$ cat config.mk
export PLATFORM = sky130hd
export DESIGN_NAME = uart_tx_arbiter
export DESIGN_NICKNAME = d
export VERILOG_FILES = /design/src/rtl/uart_tx_arbiter.sv
export SDC_FILE = /design/constraint.sdc
export NUM_CORES = 1
export LEC_CHECK = 0
export CAP_MARGIN = 40
export CORE_ASPECT_RATIO = 1.1
export CORE_MARGIN = 2
export CORE_UTILIZATION = 44
export CTS_BUF_LIST = sky130_fd_sc_hd__clkbuf_4 sky130_fd_sc_hd__clkbuf_8
export CTS_CLUSTER_SIZE = 24
export DETAILED_ROUTE_END_ITERATION = 7
export PLACE_DENSITY = 0.78
export SLEW_MARGIN = 20
export SYNTH_ARGS = -nofsm -noshare
export SYNTH_HDL_FRONTEND = slang
export SYNTH_SLANG_ARGS = --single-unit
$ cat constraint.sdc
create_clock -name clk_i -period 2.2 [get_ports clk_i]
set_input_delay 0.55 -clock clk_i [delete_from_list [all_inputs] [get_ports clk_i]]
set_output_delay 0.55 -clock clk_i [all_outputs]
set_load 0.1 [all_outputs]
$ cat src/rtl/uart_tx_arbiter.sv
// -----------------------------------------------------------------------------
// uart_tx_arbiter
//
// Shares one uart_tx_path transmitter between N_REQ byte sources. Each grant
// latches the winner's byte, issues a one-cycle start strobe and then blocks
// further grants for one UART frame time (FRAME_CLKS cycles). When the frame
// time runs out and a request is already waiting, the next byte launches on
// that same edge, so back-to-back strobes are exactly FRAME_CLKS apart.
//
// Build option:
//   UART_TX_ARB_FIXED_PRIO_EN  defined   -> fixed priority, lowest index wins
//                              undefined -> round-robin from a rotating pointer
//
// Ports:
//   clk_i           system clock
//   rst_n_i         asynchronous active-low reset
//   req_valid_i     [N_REQ]    per-requester byte pending (held until acked)
//   req_data_i      [8*N_REQ]  byte of requester k on bits [8k+7:8k]
//   req_ack_o       [N_REQ]    one-cycle accept pulse, one-hot
//   uart_tx_data_o  [8]        registered byte toward uart_tx_path
//   uart_tx_en_o               one-cycle start strobe toward uart_tx_path
//   busy_o                     frame in progress
//   grant_id_o      [IDW]      index of the last granted requester
// -----------------------------------------------------------------------------
module uart_tx_arbiter #(
    parameter int N_REQ      = 4,
    parameter int CLK_FREQ   = 50000000,
    parameter int BAUD       = 115200,
    parameter int FRAME_BITS = 10,
    localparam int IDW       = (N_REQ > 1) ? $clog2(N_REQ) : 1
) (
    input  logic               clk_i,
    input  logic               rst_n_i,
    input  logic [N_REQ-1:0]   req_valid_i,
    input  logic [8*N_REQ-1:0] req_data_i,
    output logic [N_REQ-1:0]   req_ack_o,
    output logic [7:0]         uart_tx_data_o,
    output logic               uart_tx_en_o,
    output logic               busy_o,
    output logic [IDW-1:0]     grant_id_o
);

    localparam int FRAME_CLKS = (CLK_FREQ / BAUD) * FRAME_BITS;
    localparam int CW         = (FRAME_CLKS > 2) ? $clog2(FRAME_CLKS) : 1;
    localparam logic [CW-1:0] CNT_LOAD = CW'(FRAME_CLKS - 1);

    generate
        if (FRAME_CLKS < 2) begin : g_bad_frame
            $error("uart_tx_arbiter: FRAME_CLKS must be >= 2");
        end
        if (N_REQ < 2 || N_REQ > 8) begin : g_bad_nreq
            $error("uart_tx_arbiter: N_REQ must be in 2..8");
        end
    endgenerate

    typedef enum logic {
        ST_IDLE = 1'b0,
        ST_WAIT = 1'b1
    } state_t;

    state_t             r_state;
    logic [CW-1:0]      r_cnt;
    logic [IDW-1:0]     r_ptr;
    logic [7:0]         r_data;
    logic               r_en;
    logic [N_REQ-1:0]   r_ack;
    logic [IDW-1:0]     r_gid;

    logic               w_launch;
    logic [IDW-1:0]     w_win;
    logic [IDW-1:0]     w_next_ptr;
    logic [7:0]         w_byte;
    logic [N_REQ-1:0]   w_onehot;

    // (base + off) mod N_REQ without a divider; off is always < N_REQ.
    function automatic logic [IDW-1:0] rot_idx(input logic [IDW-1:0] base, input int off);
        int s;
        s = int'(base) + off;
        if (s >= N_REQ) s = s - N_REQ;
        return IDW'(s);
    endfunction

    // Scan offsets from the far end down so the closest set bit to the
    // pointer is the last one written and therefore wins.
    always_comb begin
        w_win = '0;
        for (int i = N_REQ - 1; i >= 0; i--) begin
            if (req_valid_i[rot_idx(r_ptr, i)]) w_win = rot_idx(r_ptr, i);
        end
    end

    always_comb begin
        w_byte = '0;
        for (int k = 0; k < N_REQ; k++) begin
            if (IDW'(k) == w_win) w_byte = req_data_i[8*k +: 8];
        end
    end

    assign w_onehot = N_REQ'(1) << w_win;

`ifdef UART_TX_ARB_FIXED_PRIO_EN
    // Pointer stays at zero, so the scan always starts from requester 0.
    assign w_next_ptr = '0;
`else
    assign w_next_ptr = rot_idx(w_win, 1);
`endif

    // A new frame may start from IDLE, or from WAIT on the edge the frame
    // counter has reached zero (r_cnt is held at 0 while IDLE).
    assign w_launch = (|req_valid_i) && ((r_state == ST_IDLE) || (r_cnt == '0));

    always_ff @(posedge clk_i or negedge rst_n_i) begin
        if (!rst_n_i) begin
            r_state <= ST_IDLE;
            r_cnt   <= '0;
            r_ptr   <= '0;
            r_data  <= '0;
            r_en    <= 1'b0;
            r_ack   <= '0;
            r_gid   <= '0;
        end else begin
            r_en  <= 1'b0;
            r_ack <= '0;
            if (w_launch) begin
                r_data  <= w_byte;
                r_en    <= 1'b1;
                r_ack   <= w_onehot;
                r_gid   <= w_win;
                r_ptr   <= w_next_ptr;
                r_cnt   <= CNT_LOAD;
                r_state <= ST_WAIT;
            end else if (r_state == ST_WAIT) begin
                if (r_cnt == '0) begin
                    r_state <= ST_IDLE;
                end else begin
                    r_cnt <= r_cnt - 1'b1;
                end
            end
        end
    end

    assign req_ack_o      = r_ack;
    assign uart_tx_data_o = r_data;
    assign uart_tx_en_o   = r_en;
    assign busy_o         = (r_state == ST_WAIT);
    assign grant_id_o     = r_gid;

endmodule

* Yosys cells after proc, flatten, opt, wreduce, memory -nomap -nowiden
Index checks and enable logic that the tools add are counted.
Storage, ports and cells: bits in registers 31, bits in latches 0, bits in writable memories 0, memory bits (read-only) 0, bits of input ports 38, output and inout port bits 16, memories kept 0
Cells by class: add/subtract/negate cells 10, multiply operators 0, divide/modulo/power cells 0, magnitude comparators 9, equal/unequal tests 4, shifts and indexed selects 1, mux-type cells 29, bitwise logic cells 1, reductions and logical operators 7
Operator list (number):
- $mux W13 | 3
- $mux W8 | 4
- $mux W2 | 9
- $logic_not A13 Y1 | 1
- $sub A13 B1 Y13 const B | 1
- $ge A3 B3 Y1 const B | 4
- $lt A2 B3 Y1 const B | 4
- $sub A2 B1 Y2 const B | 5
- $bmux W1 S2 | 4
- $mux W1 | 8
- $add A2 B1 Y3 const B | 2
- $add A2 B2 Y3 const B | 2
- $eq A2 B2 Y1 const A | 2
- $mux W4 | 1
- $reduce_or A4 Y1 | 1
- $shl A1 B2 Y4 const A | 1
- $ge A2 B3 Y1 const B | 1
- $eq A1 B2 Y1 const A | 1
- $logic_not A2 Y1 | 1
- $ne A2 B2 Y1 const B | 1
- $reduce_and A2 Y1 | 1
- $reduce_bool A2 Y1 | 1
- $logic_and A1 B1 Y1 | 1
- $logic_or A1 B1 Y1 | 1
- $not A1 Y1 | 1

* Logic depth before layout (Yosys ltp)
Gate-level depths: netlist of run 1.
word-level depth 14, mapped depth 10, depth with buffers taken out 9

* Worst setup path before layout of run 1
No wires, ideal clock.
kind reg2reg, start register r_state (netlist: busy_o), end register r_data[1] (netlist: uart_tx_data_o[1]), arrival 2.254 ns, required time 2.072 ns, slack -0.182 ns, stages on the path, launching flop included 7, path buffers 2, period minus slack after synthesis 2.382 ns, path through dfrtp_1 > buf_2 > inv_1 > a41oi_2 > nor2_4 > buf_4 > mux2_1
Between the ends: cells in the longest elaborated chain, start to end 3
RTL lines:
- from (decl) | line 61 | state_t r_state;
- from (signal assigned) | line 114 | r_state <= ST_IDLE;
- from (signal assigned) | line 131 | r_state <= ST_WAIT;
- from (signal assigned) | line 134 | r_state <= ST_IDLE;
- $not A1 Y1 | line 110 | assign w_launch = (|req_valid_i) && ((r_state == ST_IDLE) || (r_cnt == '0));
- $logic_or A1 B1 Y1 | line 110
- $logic_and A1 B1 Y1 | line 110
- via w_launch | line 69 | logic w_launch;
- to (signal assigned) | line 125 | r_data <= w_byte;
- to (decl) | line 64 | logic [7:0] r_data;
The timed path passes the listed nets, and every way through them passes these cells. A chain may end at the register's enable or synchronous reset.

* Final worst setup path of run 1
start register r_ptr[1], end register r_data[2] (netlist: uart_tx_data_o[2])
Between the ends: cells in the longest elaborated chain, start to end 14, elaborated cells between the ends (all ways) 35, classes of those cells 7 x add/sub; 4 x order compare; 3 x eq/ne; 20 x mux; 1 x reduce/logical
RTL lines:
- from (decl) | line 63 | logic [IDW-1:0] r_ptr;
- from (signal assigned) | line 129 | r_ptr <= w_next_ptr;
- $add A2 B2 Y3 | line 78 | s = int'(base) + off;
- $ge A3 B3 Y1 or $sub A2 B1 Y2 (tied branches) | line 79 | if (s >= N_REQ) s = s - N_REQ;
- $mux W2 | line 79
- $bmux W1 S2 | line 88 | if (req_valid_i[rot_idx(r_ptr, i)]) w_win = rot_idx(r_ptr, i);
- $mux W1 (implied by the code) | line 88
- $mux W2 (3 in series) | line 88
- $mux W2 (*) | line 88
- $logic_not A2 Y1 | line 95 | if (IDW'(k) == w_win) w_byte = req_data_i[8*k +: 8];
- $mux W8 (3 in series) | line 95
- $mux W8 (*) | line 95
Mark *: on every way between the ends. The rest lies on a longest branch, timed or not. The select of a mux whose other input is x is not followed.

==> results of run 1 <==
-- worst max-delay path, cell delays in order (launching register included) --
cell	delay [ns]
dfrtp_2	0.46
a21boi_2	0.20
o32ai_4	0.10
a21o_1	0.22
buf_6	0.13
ha_2	0.18
nor2b_4	0.13
buf_12	0.13
a221oi_4	0.24
o31ai_2	0.09
mux2_1	0.30
-- repair_timing --
item / in CTS / in global routing
pin swaps: 6 / 8
hold buffers: 0 / 0
gates resized for setup: 33 / 25
endpoints found under the setup margin: 8 / 8
buffers inserted: 1 / 13
-- Yosys cell counts, types with 2 or more instances --
master    number
a21oi_1       12
a221oi_1       7
a31oi_1        3
and3_1         4
buf_2          2
clkbuf_1       5
dfrtp_1       31
ha_1           5
inv_1          9
mux2_1        10
mux2i_1        3
nand2_1       12
nor2_1         4
nor2b_1        9
nor3_1         6
nor4_1         2
nor4_2         3
o21ai_0        6
o21bai_1       2
o22ai_1        2
o31ai_1       10
o41ai_1        3
or2_2          2
or4_1          2
-- registers in the layout (all words and copies together) (netlist names) --
signal and flops:
uart_tx_data_o 8, r_cnt 13, busy_o 1, grant_id_o 2
r_ptr 2, req_ack_o 4, uart_tx_en_o 1
-- layout make-up --
type | count | share of cell area, %
Tap cell | 52 | 2.20
Timing Repair Buffer | 93 | 28.3
Sequential cell | 31 | 26.4
Clock buffer | 7 | 2.84
Inverter | 9 | 1.14
Multi-Input combinational cell | 128 | 39.2
-- logic make-up (layout without fill, tap and decap cells) --
logic type / after synthesis / count (layout) / share of synthesized area [%]
compound gates: 56 / 56 / 22.9
simple gates: 53 / 53 / 18.6
flops: 31 / 31 / 42.7
buf+inv: 18 / 109 / 4.06
mux: 13 / 13 / 7.85
fa+ha+maj: 5 / 5 / 3.44
xor+xnor: 1 / 1 / 0.482
-- metal layers --
layer	part of all wire [%]	GRT usage, %	routed length, um	up-vias
met4	2.7	11.6	155	0
li1	-	-	-	857
met5	0	0	0	-
met2	54	41.6	3110	52
met1	40	28.2	2270	897
met3	3.3	5.02	191	15
-- power by group --
group | leakage (uW) | switching, uW | internal (uW)
clock | 0.0000452 | 210 | 242
combinational | 0.000850 | 565 | 470
sequential | 0.000378 | 123 | 671
total | 0.00127 | 898 | 1380
-- stage by stage --
step | instance area, sq um | TNS (ns)
detailed placement | 2560 | -7.53
CTS | 2750 | 0
finish | 2950 | -0.558
floorplan | 1830 | 0
global placement | 2560 | -6.65
global route | 2950 | -1.11
-- path summary, 6_finish.rpt --
check / startpoint / end / depth (start not counted)
max reg2reg: r_ptr[1]$_DFFE_PN0N_ / uart_tx_data_o[2]$_DFFE_PN0N_ / 10
min: uart_tx_data_o[5]$_DFFE_PN0N_ / uart_tx_data_o[5]$_DFFE_PN0N_ / 1
max: r_ptr[1]$_DFFE_PN0N_ / uart_tx_data_o[2]$_DFFE_PN0N_ / 10
min reg2reg: uart_tx_data_o[5]$_DFFE_PN0N_ / uart_tx_data_o[5]$_DFFE_PN0N_ / 1
max in group asynchronous: rst_n_i / busy_o$_DFF_PN0_ / 2
min in group asynchronous: rst_n_i / uart_tx_data_o[3]$_DFFE_PN0N_ / 2
==> summary.txt, run 1 <==
Worst setup path
  – Worst Setup Start Kind: flop
  – Crit-path max FO: 7
  – Worst EP required: 2.37 ns
  – WS Path Type: reg -> reg
  – Setup crit end kind: flop
  – Reg2Reg Setup Slack: -0.1 ns
  – CP arrival: 2.46 ns

Floorplan
  – Die X: 65.3 um
  – Core box area: 3960 sq um
  – Rows: 24
  – Die area: 4660 sq um
  – Die height: 71.4 um
  – I/O pins: 54
  – Initial core utilization: 45.9%

Pwr
  – Final Power: 2280 uW
  – Max IR drop VDD: 0.545 mV
  – Leak: 0.00127 uW
  – PwrDens: 773 nW/um^2

Placement
  – GP Congestion: 0.928
  – Pre-CTS WS: -0.736 ns
  – I/O Buffers: 53
  – Detailed Place HPWL: 3.75 mm
  – Inst Count DP: 300

CTS
  – CTS root buffer: clkbuf_8
  – Worst-path clk slew: 0.06 ns
  – CTS buffer count: 5
  – CTS tree: yes
  – Clk_lat worst skew: 0.29 ns
  – H-tree depth: 2
  – Sink Count: 31
  – Maximum clock path buffer count: 2

Global route
  – Initial antenna violation count: 0
  – Largest net degree at the start of global routing: 32
  – Vias in the first global route: 1795
  – Total GRT Usage: 24.0%
  – First-pass GRT wire length: 8.52 mm
  – Global route total overflow: 0

Logic synthesis
  – Net Count, Synth: 220
  – Area contributors post-synth: dfrtp_1, mux2_1, o31ai_1
  – Post-Syn Area per Cell: 10.3 sq um
  – Post-Syn Area: 1820 sq um
  – Main synth FF type: dfrtp_1
  – Synth warn: 0
  – Post-synthesis sequential area ratio: 42.7%
  – FFs w/ async S/R, synth: 100%
  – FF+latch count, synth: 31
  – Count of cell types in the netlist: 47
  – Synth area leader: dfrtp_1
  – Mapped Cells: 177
  – EDFF count, synth: 0
  – Top cell type's share of synthesized area: 42.7%

Finish
  – Multi-input logic area: 1160 sq um
  – N_diodes: 0
  – Commonest non-fill, non-tap cell in the layout: buf_4
  – Post-Layout Cell Count: 320
  – Fin nets: 311
  – Most frequent cells in the layout: buf_4, clkdlybuf4s50_1, dfrtp_1
  – Layout cell share with drive strength beyond 1: 41.0%
  – Register area: 778 sq um
  – # fillers: 276
  – Area growth, synth to finish: 62.4%
  – Final core occ: 74.5%

Timing
  – Final worst path period need: 2.30 ns
  – Max Clk Rate: 0.435 GHz
  – Setup WS post-layout: -0.0974 ns
  – # setup viols final: 8
  – Worst Tran Pin Value: 0.596 ns
  – Final Hold Fails: 0
  – Unrepaired setup endpoints after global routing: true
  – Slew margin rel.: 59.7%
  – Max Slew Vio Count: 0
  – Final clock skew: 0.00723 ns
  – Worst hold margin: 0.488 ns
  – Final Cycle Share: 104%

Routing
  – Vias per cell: 5.69
  – Routed len/inst: 17.9 um
  – Pre-antenna DRT Iters: 4
  – Via Count: 1821
  – Final wirelength: 5.72 mm
  – DRT antenna net count: 0
  – DRC Markers: 0
  – Initial DRC Count: 102

Status
  – Status: complete, but fails checks
  – Violated checks: negative setup slack

Job
  – Max-Cap Viols: 0

Min path
  – Worst hold-check path type: reg -> reg
Power figures use the tool's default switching activity.
==> inputs of run 2 (changes only) <==
--- a/config.mk
+++ b/config.mk
@@ -7,7 +7,7 @@
 export LEC_CHECK = 0
 export CAP_MARGIN = 40
 export CORE_ASPECT_RATIO = 1.1
-export CORE_MARGIN = 2
+export CORE_MARGIN = 4
 export CORE_UTILIZATION = 44
 export CTS_BUF_LIST = sky130_fd_sc_hd__clkbuf_4 sky130_fd_sc_hd__clkbuf_8
 export CTS_CLUSTER_SIZE = 24
==> run 2 against run 1 <==
The flow now finishes without violations. Total power is 2.4% higher. Sequential power is 2% higher. Critical endpoint unchanged. Via count decreased by 2.3%. Non-clock buffer count fell by 8.
==> summary.txt, run 2 (synthesized netlist as in run 1, its figures left out) <==
Timing
  – Final clock skew: 0.00837 ns
  – Setup WS post-layout: 0.0424 ns
  – Max Slew Vio Count: 0
  – Max Clk Rate: 0.463 GHz
  – # setup viols final: 0
  – Final Hold Fails: 0
  – Final Cycle Share: 98.1%
  – Final worst path period need: 2.16 ns
  – Slew margin rel.: 73.3%
  – Unrepaired setup endpoints after global routing: true
  – Worst Tran Pin Value: 0.397 ns

Routing
  – DRC Markers: 0
  – DRT antenna net count: 0
  – Pre-antenna DRT Iters: 4
  – Initial DRC Count: 111
  – Routed len/inst: 17.4 um
  – Vias per cell: 5.69
  – Via Count: 1780
  – Final wirelength: 5.45 mm

Floorplan
  – Rows: 24
  – Core box area: 3960 sq um
  – Die X: 69.3 um
  – I/O pins: 54
  – Die height: 75.4 um
  – Die area: 5230 sq um
  – Initial core utilization: 45.9%

Pwr
  – Switching share of power: 37.8%
  – Sequential cell fraction of total power: 34.6%
  – Internal power: 1450 uW
  – Combinational share of power: 40.1%
  – Clock power frac: 25.2%
  – PwrDens: 802 nW/um^2
  – Max IR drop VDD: 0.437 mV
  – Sw power: 883 uW
  – Leak: 0.00125 uW

Global route
  – Vias in the first global route: 1766
  – Total GRT Usage: 20.8%
  – Global route total overflow: 0
  – Largest net degree at the start of global routing: 32
  – Initial antenna violation count: 0
  – First-pass GRT wire length: 8.49 mm

Finish
  – Fin nets: 303
  – Area growth, synth to finish: 60.3%
  – Largest register FFs: 13
  – N_diodes: 0
  – Layout cell share with drive strength beyond 1: 36.4%
  – Commonest non-fill, non-tap cell in the layout: buf_4
  – Biggest register: r_cnt
  – Most frequent cells in the layout: buf_4, clkdlybuf4s50_1, dfrtp_1
  – Final Cell Area: 2910 sq um

CTS
  – H-tree depth: 2
  – Clk_lat worst skew: 0.29 ns
  – Cts hold-fix bufs: 0
  – CTS root buffer: clkbuf_8
  – Sink Count: 31
  – CTS buffer count: 5
  – Maximum clock path buffer count: 2
  – Worst-path clk slew: 0.07 ns
  – CTS tree: yes

Status
  – Status: completed

Placement
  – Cell Area, Placed: 2530 sq um
  – I/O Buffers: 53
  – Pre-CTS WS: -0.750 ns
  – Detailed Place HPWL: 3.51 mm
  – GP Congestion: 0.815

Worst setup path
  – Setup crit end kind: flop
  – Worst EP required: 2.37 ns
  – Crit-path max FO: 7
  – CP arrival: 2.33 ns
  – Worst Setup Start Kind: flop
  – WS Path Type: reg -> reg
  – R2R depth: 9

Min path
  – Worst hold-check path type: reg -> reg
  – Hold-critical path depth: 1

Job
  – Max-Cap Viols: 0
## run 2: changes by cell type in the layout (fill, tap and decap cells not counted), moves of 3 or more
cell | before | now
buf_4 | 49 | 39
o31ai_2 | 4 | 1
mux2_1 | 5 | 8
buf_6 | 3 | 7
## run 2: per-stage QoR
step | utilization, % | cells | hold WS [ns] | total power, uW | TNS (ns)
final | 73.5 | 313 | 0.491 | 2340 | 0
after global routing | 73.5 | 313 | 0.510 | 2450 | -0.195
after CTS | 70.4 | 310 | 0.491 | 2270 | 0
after detailed placement | 63.9 | 297 | 0.476 | 1620 | -7.68
after global placement | 63.9 | 297 | 0.471 | 1600 | -6.50
after floorplan | - | 177 | 0.254 | 1320 | 0
## run 2: final timing paths
check | startpoint | to | slack [ns]
worst max-delay path | r_ptr[1]$_DFFE_PN0N_ | uart_tx_data_o[2]$_DFFE_PN0N_ | 0.04
worst min-delay path | uart_tx_data_o[2]$_DFFE_PN0N_ | uart_tx_data_o[2]$_DFFE_PN0N_ | 0.49
worst max register to register | r_ptr[1]$_DFFE_PN0N_ | uart_tx_data_o[2]$_DFFE_PN0N_ | 0.04
worst min register to register | uart_tx_data_o[2]$_DFFE_PN0N_ | uart_tx_data_o[2]$_DFFE_PN0N_ | 0.49
max in group asynchronous | rst_n_i | r_ptr[1]$_DFFE_PN0N_ | 1.24
min in group asynchronous | rst_n_i | r_cnt[4]$_DFFE_PN0P_ | 0.64
## run 2: layout make-up
class | instances | area [sq um]
multi-input combinational | 128 | 1150
fill | 272 | 1050
sequential | 31 | 778
timing repair buffer | 85 | 769
clock buffer | 6 | 82.6
tap | 52 | 65.1
clock inverter | 2 | 35.0
inverter | 9 | 33.8
## run 2: what timing repair did
action	in CTS	in global routing
pin swaps	7	9
endpoints found under the setup margin	8	10
endpoints found under the hold margin	0	0
setup buffers	6	3
resized for setup	34	19
## run 2: critical path, stage by stage, from the launching register on
cell and delay [ns]:
dfrtp_2 0.47, a21boi_2 0.15, o32ai_2 0.09, a21o_1 0.20, buf_4 0.15, ha_4 0.15, nor2b_4 0.17, a221oi_2 0.25
o31ai_1 0.11, mux2_1 0.30
## run 2: power by group through the flow
stage / logic [uW] / clock network, uW / registers, uW
final: 938 / 590 / 809
after global routing: 1010 / 619 / 826
after CTS: 877 / 594 / 802
after detailed placement: 808 / 0 / 809
after global placement: 795 / 0 / 805
after floorplan: 358 / 0 / 964
## run 2: routing by layer
layer	global-route usage, %	share of wire, %	up-vias
li1	-	-	838
met1	24.0	38	881
met2	39.2	56	51
met3	4.62	4.5	10
met4	5.86	1.9	0
met5	0	0	-
